### src/rtl/load_store_unit_pkg.sv
// corePckg: shared types, widths, funct3 encodings and FSM states for the
// load/store unit. Ports: none (package).
package corePckg;

    localparam int unsigned cXLEN     = 32;
    localparam int unsigned cRegAddrW = 5;
    localparam int unsigned cBeW      = cXLEN / 8;

    // funct3 encodings shared by loads and stores
    localparam logic [2:0] cF3Byte  = 3'b000;
    localparam logic [2:0] cF3Half  = 3'b001;
    localparam logic [2:0] cF3Word  = 3'b010;
    localparam logic [2:0] cF3ByteU = 3'b100;
    localparam logic [2:0] cF3HalfU = 3'b101;

    typedef struct packed {
        logic [cXLEN-1:0]     addr;
        logic [cXLEN-1:0]     data;
        logic [2:0]           opType;
        logic [cRegAddrW-1:0] rdAddr;
        logic                 read;
        logic                 write;
    } tMemOp;

    typedef struct packed {
        logic                 dv;
        logic [cRegAddrW-1:0] addr;
        logic [cXLEN-1:0]     data;
    } tRegOp;

    typedef enum logic [1:0] {IDLE, REQ, WAIT, WB} tLsuState;

    // Encodings that are never legal, plus unsigned variants used as stores
    function automatic logic isIllegal(input logic read, input logic write,
                                       input logic [2:0] opType);
        logic badF3;
        logic badStore;
        badF3    = (opType == 3'b011) || (opType == 3'b110) || (opType == 3'b111);
        badStore = write && !((opType == cF3Byte) || (opType == cF3Half) ||
                              (opType == cF3Word));
        return (read && write) || badF3 || badStore;
    endfunction

    // Natural alignment check; requests with no access cannot be misaligned
    function automatic logic isMisaligned(input logic read, input logic write,
                                          input logic [2:0] opType,
                                          input logic [1:0] addrLo);
        logic mis;
        mis = 1'b0;
        if (read || write) begin
            case (opType[1:0])
                2'b01:   mis = addrLo[0];
                2'b10:   mis = (addrLo != 2'b00);
                default: mis = 1'b0;
            endcase
        end
        return mis;
    endfunction

endpackage

### src/rtl/load_store_unit_if.sv
// lsuIf: core request / data-memory / writeback bundle of the load/store unit.
// slave  = the LSU side, master = the core + memory environment.
interface lsuIf;
    import corePckg::*;

    logic                 iMemValid;
    logic                 oMemReady;
    tMemOp                iMemOp;
    logic                 oDmemReq;
    logic                 oDmemWe;
    logic [cXLEN-1:0]     oDmemAddr;
    logic [cXLEN-1:0]     oDmemWdata;
    logic [cBeW-1:0]      oDmemBe;
    logic                 iDmemGnt;
    logic                 iDmemRvalid;
    logic [cXLEN-1:0]     iDmemRdata;
    tRegOp                oRegOp;
    logic                 oFault;

    modport slave (
        input  iMemValid, iMemOp, iDmemGnt, iDmemRvalid, iDmemRdata,
        output oMemReady, oDmemReq, oDmemWe, oDmemAddr, oDmemWdata, oDmemBe,
               oRegOp, oFault
    );

    modport master (
        output iMemValid, iMemOp, iDmemGnt, iDmemRvalid, iDmemRdata,
        input  oMemReady, oDmemReq, oDmemWe, oDmemAddr, oDmemWdata, oDmemBe,
               oRegOp, oFault
    );

endinterface

### src/rtl/load_store_unit_lane_align.sv
// lsuLaneAlign: combinational byte-lane steering for stores and
// extraction/extension for loads.
// Ports: opType, addrLo, isStore, storeData, loadWord in;
//        be_c, wdata_c, loadData_c out (combinational).
module lsuLaneAlign
    import corePckg::*;
(
    input  logic [2:0]       opType,
    input  logic [1:0]       addrLo,
    input  logic             isStore,
    input  logic [cXLEN-1:0] storeData,
    input  logic [cXLEN-1:0] loadWord,
    output logic [cBeW-1:0]  be_c,
    output logic [cXLEN-1:0] wdata_c,
    output logic [cXLEN-1:0] loadData_c
);

    logic [7:0]  byteSel;
    logic [15:0] halfSel;

    // Store lanes: loads keep all four enables
    always_comb begin
        be_c    = 4'b1111;
        wdata_c = storeData;
        if (isStore) begin
            case (opType)
                cF3Byte: begin
                    be_c    = 4'(4'b0001 << addrLo);
                    wdata_c = {4{storeData[7:0]}};
                end
                cF3Half: begin
                    be_c    = addrLo[1] ? 4'b1100 : 4'b0011;
                    wdata_c = {2{storeData[15:0]}};
                end
                default: begin
                    be_c    = 4'b1111;
                    wdata_c = storeData;
                end
            endcase
        end
    end

    // Load extraction with sign/zero extension
    always_comb begin
        case (addrLo)
            2'd0:    byteSel = loadWord[7:0];
            2'd1:    byteSel = loadWord[15:8];
            2'd2:    byteSel = loadWord[23:16];
            default: byteSel = loadWord[31:24];
        endcase
        halfSel = addrLo[1] ? loadWord[31:16] : loadWord[15:0];
        case (opType)
            cF3Byte:  loadData_c = {{24{byteSel[7]}}, byteSel};
            cF3ByteU: loadData_c = {24'd0, byteSel};
            cF3Half:  loadData_c = {{16{halfSel[15]}}, halfSel};
            cF3HalfU: loadData_c = {16'd0, halfSel};
            default:  loadData_c = loadWord;
        endcase
    end

endmodule

### src/rtl/load_store_unit.sv
// load_store_unit: single-outstanding load/store engine between the core and
// a req/gnt/rvalid data memory. FSM IDLE -> REQ -> WAIT -> (WB) -> IDLE.
// Ports: iClk, iRst (sync, active-low), bus (lsuIf.slave: request in,
//        dmem request/response, register writeback, fault pulse).
module load_store_unit #(
    parameter int unsigned cXLEN = 32
) (
    input logic iClk,
    input logic iRst,
    lsuIf.slave bus
);
    import corePckg::*;

    tLsuState         stateQ, stateD;
    logic             memReadyQ, memReadyD;
    logic             dmemReqQ, dmemReqD;
    logic             dmemWeQ, dmemWeD;
    logic [cXLEN-1:0] dmemAddrQ, dmemAddrD;
    logic [cXLEN-1:0] dmemWdataQ, dmemWdataD;
    logic [3:0]       dmemBeQ, dmemBeD;
    logic             faultQ, faultD;
    tRegOp            regOpQ, regOpD;
    logic [2:0]       opTypeQ, opTypeD;
    logic [1:0]       addrLoQ, addrLoD;
    logic [4:0]       rdAddrQ, rdAddrD;

    logic [2:0]       alignOpType;
    logic [1:0]       alignAddrLo;
    logic             alignStore;
    logic [3:0]       be_c;
    logic [cXLEN-1:0] wdata_c;
    logic [cXLEN-1:0] loadData_c;

    // Steer from the incoming request while idle, from the captured one after
    assign alignOpType = (stateQ == IDLE) ? bus.iMemOp.opType     : opTypeQ;
    assign alignAddrLo = (stateQ == IDLE) ? bus.iMemOp.addr[1:0]  : addrLoQ;
    assign alignStore  = (stateQ == IDLE) ? bus.iMemOp.write      : dmemWeQ;

    lsuLaneAlign uLaneAlign (
        .opType     (alignOpType),
        .addrLo     (alignAddrLo),
        .isStore    (alignStore),
        .storeData  (bus.iMemOp.data),
        .loadWord   (bus.iDmemRdata),
        .be_c       (be_c),
        .wdata_c    (wdata_c),
        .loadData_c (loadData_c)
    );

    // State and output registers
    always_ff @(posedge iClk) begin
        if (!iRst) begin
            stateQ     <= IDLE;
            memReadyQ  <= 1'b0;
            dmemReqQ   <= 1'b0;
            dmemWeQ    <= 1'b0;
            dmemAddrQ  <= '0;
            dmemWdataQ <= '0;
            dmemBeQ    <= '0;
            faultQ     <= 1'b0;
            regOpQ     <= '0;
            opTypeQ    <= '0;
            addrLoQ    <= '0;
            rdAddrQ    <= '0;
        end else begin
            stateQ     <= stateD;
            memReadyQ  <= memReadyD;
            dmemReqQ   <= dmemReqD;
            dmemWeQ    <= dmemWeD;
            dmemAddrQ  <= dmemAddrD;
            dmemWdataQ <= dmemWdataD;
            dmemBeQ    <= dmemBeD;
            faultQ     <= faultD;
            regOpQ     <= regOpD;
            opTypeQ    <= opTypeD;
            addrLoQ    <= addrLoD;
            rdAddrQ    <= rdAddrD;
        end
    end

    // Next state and next output values
    always_comb begin
        stateD     = stateQ;
        dmemReqD   = dmemReqQ;
        dmemWeD    = dmemWeQ;
        dmemAddrD  = dmemAddrQ;
        dmemWdataD = dmemWdataQ;
        dmemBeD    = dmemBeQ;
        faultD     = 1'b0;
        regOpD     = '0;
        opTypeD    = opTypeQ;
        addrLoD    = addrLoQ;
        rdAddrD    = rdAddrQ;

        case (stateQ)
            IDLE: begin
                if (bus.iMemValid && memReadyQ) begin
                    if (isIllegal(bus.iMemOp.read, bus.iMemOp.write, bus.iMemOp.opType) ||
                        isMisaligned(bus.iMemOp.read, bus.iMemOp.write,
                                     bus.iMemOp.opType, bus.iMemOp.addr[1:0])) begin
                        faultD = 1'b1;
                    end else if (bus.iMemOp.read || bus.iMemOp.write) begin
                        stateD     = REQ;
                        dmemReqD   = 1'b1;
                        dmemWeD    = bus.iMemOp.write;
                        dmemAddrD  = {bus.iMemOp.addr[cXLEN-1:2], 2'b00};
                        dmemWdataD = wdata_c;
                        dmemBeD    = be_c;
                        opTypeD    = bus.iMemOp.opType;
                        addrLoD    = bus.iMemOp.addr[1:0];
                        rdAddrD    = bus.iMemOp.rdAddr;
                    end
                end
            end
            REQ: begin
                if (bus.iDmemGnt) begin
                    stateD   = WAIT;
                    dmemReqD = 1'b0;
                end
            end
            WAIT: begin
                if (bus.iDmemRvalid) begin
                    if (dmemWeQ) begin
                        stateD = IDLE;
                    end else begin
                        // x0 writes are suppressed but still pass through WB
                        stateD      = WB;
                        regOpD.dv   = (rdAddrQ != 5'd0);
                        regOpD.addr = rdAddrQ;
                        regOpD.data = loadData_c;
                    end
                end
            end
            WB:      stateD = IDLE;
            default: stateD = IDLE;
        endcase

        memReadyD = (stateD == IDLE);
    end

    assign bus.oMemReady  = memReadyQ;
    assign bus.oDmemReq   = dmemReqQ;
    assign bus.oDmemWe    = dmemWeQ;
    assign bus.oDmemAddr  = dmemAddrQ;
    assign bus.oDmemWdata = dmemWdataQ;
    assign bus.oDmemBe    = dmemBeQ;
    assign bus.oFault     = faultQ;
    assign bus.oRegOp     = regOpQ;

endmodule

### src/flat_wrapper.sv
// flat-port wrapper written by rule: the top's interface ports become plain ports
module load_store_unit_flat import corePckg::*;
#(
    parameter int unsigned cXLEN = 32
)
  (iClk, iRst, bus_iMemValid, bus_iMemOp, bus_iDmemGnt, bus_iDmemRvalid, bus_iDmemRdata, bus_oMemReady, bus_oDmemReq, bus_oDmemWe, bus_oDmemAddr, bus_oDmemWdata, bus_oDmemBe, bus_oRegOp, bus_oFault);
  lsuIf bus_i ();
  input logic iClk;
  input logic iRst;
  input wire logic [$bits(bus_i.iMemValid)-1:0] bus_iMemValid;
  input wire logic [$bits(bus_i.iMemOp)-1:0] bus_iMemOp;
  input wire logic [$bits(bus_i.iDmemGnt)-1:0] bus_iDmemGnt;
  input wire logic [$bits(bus_i.iDmemRvalid)-1:0] bus_iDmemRvalid;
  input wire logic [$bits(bus_i.iDmemRdata)-1:0] bus_iDmemRdata;
  output wire logic [$bits(bus_i.oMemReady)-1:0] bus_oMemReady;
  output wire logic [$bits(bus_i.oDmemReq)-1:0] bus_oDmemReq;
  output wire logic [$bits(bus_i.oDmemWe)-1:0] bus_oDmemWe;
  output wire logic [$bits(bus_i.oDmemAddr)-1:0] bus_oDmemAddr;
  output wire logic [$bits(bus_i.oDmemWdata)-1:0] bus_oDmemWdata;
  output wire logic [$bits(bus_i.oDmemBe)-1:0] bus_oDmemBe;
  output wire logic [$bits(bus_i.oRegOp)-1:0] bus_oRegOp;
  output wire logic [$bits(bus_i.oFault)-1:0] bus_oFault;
  assign bus_i.iMemValid = bus_iMemValid;
  assign bus_i.iMemOp = bus_iMemOp;
  assign bus_i.iDmemGnt = bus_iDmemGnt;
  assign bus_i.iDmemRvalid = bus_iDmemRvalid;
  assign bus_i.iDmemRdata = bus_iDmemRdata;
  assign bus_oMemReady = bus_i.oMemReady;
  assign bus_oDmemReq = bus_i.oDmemReq;
  assign bus_oDmemWe = bus_i.oDmemWe;
  assign bus_oDmemAddr = bus_i.oDmemAddr;
  assign bus_oDmemWdata = bus_i.oDmemWdata;
  assign bus_oDmemBe = bus_i.oDmemBe;
  assign bus_oRegOp = bus_i.oRegOp;
  assign bus_oFault = bus_i.oFault;
  load_store_unit #(.cXLEN(cXLEN)) u_core (.iClk(iClk), .iRst(iRst), .bus(bus_i));
endmodule
### config.mk
export PLATFORM = sky130hd
export DESIGN_NAME = load_store_unit_flat
export DESIGN_NICKNAME = d
export VERILOG_FILES = /design/src/rtl/load_store_unit_pkg.sv /design/src/rtl/load_store_unit_if.sv /design/src/rtl/load_store_unit_lane_align.sv /design/src/rtl/load_store_unit.sv /design/src/flat_wrapper.sv
export SDC_FILE = /design/constraint.sdc
export NUM_CORES = 1
export LEC_CHECK = 0
export CAP_MARGIN = 15
export CORE_AREA = 10 10 126 128
export DETAILED_ROUTE_END_ITERATION = 8
export DIE_AREA = 0 0 136 138
export GPL_TIMING_DRIVEN = 0
export PLACE_DENSITY = 0.87
export SYNTH_ARGS = -nofsm -noshare
export SYNTH_HDL_FRONTEND = slang
export SYNTH_HIERARCHICAL = 1
export SYNTH_SLANG_ARGS = --single-unit
export TNS_END_PERCENT = 5
### constraint.sdc
create_clock -name iClk -period 3.3 [get_ports iClk]
set_input_delay 0.495 -clock iClk [delete_from_list [all_inputs] [get_ports iClk]]
set_output_delay 0.495 -clock iClk [all_outputs]
set_load 0.005 [all_outputs]
### Word level (Yosys, flattened, before mapping)

Index checks and enable logic that the tools add are counted.

| word-level totals | value |
|---|---|
| register bits after elaboration | 120 |
| output and inout port bits | 110 |
| logic and storage cells | 90 |

| cells by class | value |
|---|---|
| eq/ne operators | 19 |
| shifts and indexed selects | 1 |
| muxes and demuxes | 28 |
| bitwise gates (word level) | 4 |
| reduce and logical (&&, ||, !) cells | 24 |

Operator list:

| operator | count |
|---|---|
| $pmux 32 s4 | 1 |
| $pmux 32 s2 | 1 |
| $mux 32 | 1 |
| $pmux 8 s3 | 1 |
| $mux 16 | 1 |
| $mux 2 | 7 |
| $eq 3x3->1 const B | 4 |
| $mux 1 | 9 |
| $eq 2x2->1 const B | 4 |
| $logic_or 1x1->1 | 8 |
| $mux 4 | 2 |
| $ne 2x2->1 const B | 4 |
| $pmux 2 s4 | 1 |
| $pmux 4 s2 | 1 |
| $eq 2x1->1 const B | 3 |
| $eq 3x1->1 const B | 2 |
| $eq 3x2->1 const B | 2 |
| $logic_not 2->1 | 3 |
| $logic_not 3->1 | 2 |
| $reduce_and 5->1 | 1 |
| $reduce_bool 5->1 | 1 |
| $not 1->1 | 4 |
| $pmux 1 s2 | 2 |
| $reduce_and 4->1 | 1 |
| 7 further kinds | 10 |

### Depth between registers and ports, before layout

| depth | value |
|---|---|
| word-level depth | 11 |
| gate-level depth with buffers | 9 |
| gate-level depth less buffers | 7 |

### Modules after synthesis

The synthesis kept the hierarchy.

Modules (own cells, without submodules):

| module | times used | cells an instance | area each (µm²) | sequential area each (µm²) |
|---|---|---|---|---|
| load_store_unit | 1 | 468 | 4478.0 | 2402.3 |
| lsuLaneAlign | 1 | 174 | 1402.6 | 0.0 |

### Least setup slack after synthesis

Ideal clock, no wire load.

| timing | value |
|---|---|
| kind | reg-to-reg |
| start point | register u_core.stateQ[0] |
| end point | register u_core.dmemWdataQ[10], in the netlist u_core/bus.oDmemWdata[10] |
| setup time | 121 ps |
| arrival time | 2265 ps |
| required time | 3179 ps |
| path slack | 914 ps |
| cell stages (with the launch flop) | 9 |
| path buffers | 1 |
| clock period less this slack | 2386 ps |
| cell sequence | dfxtp_1 nor2_2 mux2_2 or2_1 buf_2 nor3b_4 mux2_4 nand2_1 mux2i_1 |

| on the way | value |
|---|---|
| cells in the longest elaborated chain, start to end | 5 |
| elaborated cells on any way between the ends | 8 |
| classes of those cells | eq/ne (1); mux (4); reduce/logical (3) |

Ends and longest elaborated chain:

| what | line | text |
|---|---|---|
| from (decl) | load_store_unit.sv:14 | `tLsuState stateQ, stateD;` |
| from (signal assigned) | load_store_unit.sv:66 | `stateQ <= stateD;` |
| $logic_not 2->1 * | load_store_unit.sv:35 | `assign alignOpType = (stateQ == IDLE) ? bus.iMemOp.opType : opTypeQ;` |
| $mux 3 * | load_store_unit.sv:35 |  |
| net u_core.alignOpType[1] | load_store_unit.sv:27 | `logic [2:0] alignOpType;` |
| $eq 3x1->1 / $logic_not 3->1 (equally long branches) | load_store_unit_lane_align.sv:26 | `case (opType)` |
| $pmux 32 s2 * | load_store_unit_lane_align.sv:26 |  |
| $mux 32 * | load_store_unit_lane_align.sv:25 | `if (isStore) begin` |
| net u_core.wdata_c[10] | load_store_unit.sv:31 | `logic [cXLEN-1:0] wdata_c;` |
| to (signal assigned) | load_store_unit.sv:71 | `dmemWdataQ <= dmemWdataD;` |
| to (decl) | load_store_unit.sv:19 | `logic [cXLEN-1:0] dmemWdataQ, dmemWdataD;` |

The timed path passes the listed nets; every way through them passes the cells marked *.
A chain may end at the register's enable or synchronous reset.

### Worst setup path after layout

| timing | value |
|---|---|
| start point | register u_core.stateQ[0] |
| end point | register u_core.dmemWdataQ[27], in the netlist u_core/bus.oDmemWdata[27] |

The elaborated chain is that of the path after synthesis.

==> summary.md <==
| Metric | Value |
|---|---|
| Setup crit end kind | `flop` |
| GR Overflow Total | `0` |
| Initial Util | `0.435` |
| Postcts setup bufs | `0` |
| Number of I/O port buffers | `217` |
| RSZ-0062 raised after global routing | `false` |
| Die height | `138 um` |
| Synthesized flop and latch total | `120` |
| Vias/cell | `5.20` |
| Final period util | `0.902` |
| Slew headroom | `0.539` |
| Row count | `43` |
| Core area | `13500 um2` |
| Hold Fails Final Rpt | `0` |
| Layout cell share with drive strength beyond 1 | `0.113` |
| PwrDens | `462 nW/um2` |
| Fmax | `336 MHz` |
| Cell area after synthesis | `5880 um2` |
| Max Cap Viol | `0` |
| Post-synth top flop | `dfxtp_1` |
| Largest cells by area after synthesis | `dfxtp_1, mux2i_1, nand2_1` |
| Sequential fraction of the synthesis area | `0.409` |
| I/O pin count | `221` |
| Filler instances | `1059` |
| Worst slew pin tran | `691 ps` |
| DRT antenna net count | `0` |
| Post-Synthesis Cells | `642` |
| Antenna diodes | `0` |
| Chip Width | `136 um` |
| Largest net degree at the start of global routing | `17` |
| Layout Utilization | `0.661` |
| WL/cell | `18.9 um` |
| CP arrival | `3320 ps` |
| Worst setup SP type | `flop` |
| Hold_buf cts | `0` |
| Largest area contributor in the netlist | `dfxtp_1` |
| DRC | `0` |
| Post-synth EDFFs | `0` |
| Yosys warns | `6` |
| Clk_lat worst skew | `410 ps` |
| CTS tree | `done` |
| Longest Clk Path Bufs | `2` |
| Clock-pin transition on the worst setup and hold timing paths | `60 ps` |
| Placed insts | `1040` |
| Most frequent cells after synthesis | `nand2_1, dfxtp_1, mux2i_1` |
| Mean Syn Cell Area | `9.16 um2` |
| Status | `completed` |
| Dpl hpwl | `15200 um` |
| TritonCTS buffer count | `17` |
| Crit path time final | `2980 ps` |
| Ys async rst share | `0` |
| Final setup violation count | `0` |
| Routability cong. | `0.936` |
| CTS resizes | `0` |
| Via count | `5574` |
| Final Net Count | `994` |
| Cell area after layout | `8920 um2` |
| Vias in the first global route | `5522` |
| Most common cell in the netlist | `nand2_1` |
| CP Max Fanout | `10` |
| Hold_ws | `452 ps` |
| Leak pwr | `3.47 nW` |
| Min-Delay Path Class | `flop to flop` |
| Worst EP required | `3640 ps` |
| Post-Route WL | `20300 um` |
| Max-slew violations | `0` |
| FF-to-FF path depth | `9` |
| Final Non-Filler Cells | `1072` |
| Hold depth | `2` |
| Total track usage | `0.206` |
| Skew final | `6.40 ps` |
| Root Buffer | `clkbuf_16` |
| Initial antenna violation count | `0` |
| Crit Path Category | `flop to flop` |
| First-iteration detailed-routing DRC count | `476` |
| Yosys top cell area share | `0.409` |
| Clock sinks | `120` |
| Area Growth Syn to Fin | `51.7%` |
| Unique cell type count in the Yosys netlist | `53` |
| Post-Place Cell Area | `8280 um2` |
| Total negative slack | `0 ps` |
| H-tree depth | `4` |
| Maximum VDD drop | `0.292 mV` |
| Drt pass-1 iters | `6` |
| First-pass GRT wire length | `30600 um` |
| Die footprint | `18800 um2` |
[registers in the layout (all words and copies together) (netlist names)]
name                   cells
u_core/bus.oDmemReq        1
u_core/bus.oFault          1
u_core/bus.oDmemWdata     32
u_core/stateQ              2
u_core/bus.oMemReady       1
u_core/rdAddrQ             5
u_core/addrLoQ             2
u_core/bus.oDmemAddr      30
u_core/bus.oDmemWe         1
u_core/bus.oRegOp         38
u_core/bus.oDmemBe         4
u_core/opTypeQ             3
[area by class of cell]
type	count	area, um2	share of cell area
multi-input combinational	445	3100	0.347
buffer	66	340	0.0381
clock inverter	15	216	0.0243
tap	180	225	0.0252
sequential	120	2400	0.269
timing repair buffer	217	2170	0.243
inverter	12	45.0	0.00505
clock buffer	17	425	0.0477
[worst max-delay path, stage by stage (launching register included)]
cell and delay (ps):
dfxtp_1 340, nor2_2 340, mux2_2 440, nor3b_1 200, buf_1 550, clkbuf_1 500, nor2_1 80, a21oi_1 220
nand2_1 70, mux2i_1 160
[final timing paths]
kind	startpoint	end	slack, ps
min	u_core/bus.oDmemWdata[6]	u_core/bus.oDmemWdata[6]	450
max reg2reg	u_core/stateQ[0]	u_core/bus.oDmemWdata[27]	320
max	u_core/stateQ[0]	u_core/bus.oDmemWdata[27]	320
min reg2reg	u_core/bus.oDmemWdata[6]	u_core/bus.oDmemWdata[6]	450
[metal layers]
layer / GRT usage / vias to the layer above / share of wire
li1: - / 2690 / -
met1: 0.239 / 2584 / 0.40
met2: 0.335 / 262 / 0.47
met3: 0.0812 / 38 / 0.10
met4: 0.0735 / 0 / 0.023
met5: 0 / - / 0
[stage by stage]
stage / power (W) / setup WS, ps
after floorplan: 0.00185 / 914
after global placement: 0.00213 / 143
after detailed placement: 0.00214 / 126
after CTS: 0.00415 / 325
after global routing: 0.00426 / 116
final: 0.00412 / 323
[cells by family (layout without fill, tap and decap cells)]
kind of cell | count (synthesis) | after routing | share of synthesized area
buffers and inverters | 78 | 327 | 0.0655
DFF | 120 | 120 | 0.409
adders and majority gates | 4 | 4 | 0.00851
and+or+nand+nor | 254 | 254 | 0.197
other | 1 | 2 | 0.000638
muxes | 117 | 117 | 0.226
AOI/OAI and AO/OA | 68 | 68 | 0.0932
[placed cells by master (no fill, tap or decap), types with 3 or more instances in the layout]
| cell | instances |
|---|---|
| clkdlybuf4s50_1 | 217 |
| nand2_1 | 170 |
| dfxtp_1 | 120 |
| mux2i_1 | 86 |
| and3_1 | 37 |
| clkbuf_1 | 36 |
| a21oi_1 | 19 |
| buf_4 | 18 |
| clkbuf_16 | 17 |
| nor2_1 | 17 |
| inv_1 | 10 |
| o31ai_2 | 9 |
| mux2_1 | 9 |
| buf_2 | 8 |
| mux4_2 | 8 |
| a221o_1 | 8 |
| mux2_4 | 8 |
| a311oi_1 | 7 |
| a22o_1 | 7 |
| mux2_2 | 6 |
| o32ai_1 | 6 |
| inv_6 | 5 |
| nor2b_1 | 5 |
| bufinv_16 | 4 |
| ha_1 | 4 |
| clkinv_4 | 3 |
| o21ai_0 | 3 |
| nor3_1 | 3 |
| o21ai_1 | 3 |
[power breakdown]
group | switching (W) | internal, W | leakage, nW
logic | 0.000294 | 0.000329 | 2.19
registers | 0.0000150 | 0.00148 | 0.969
clock network | 0.000723 | 0.00128 | 0.307
Power figures use the tool's default switching activity.
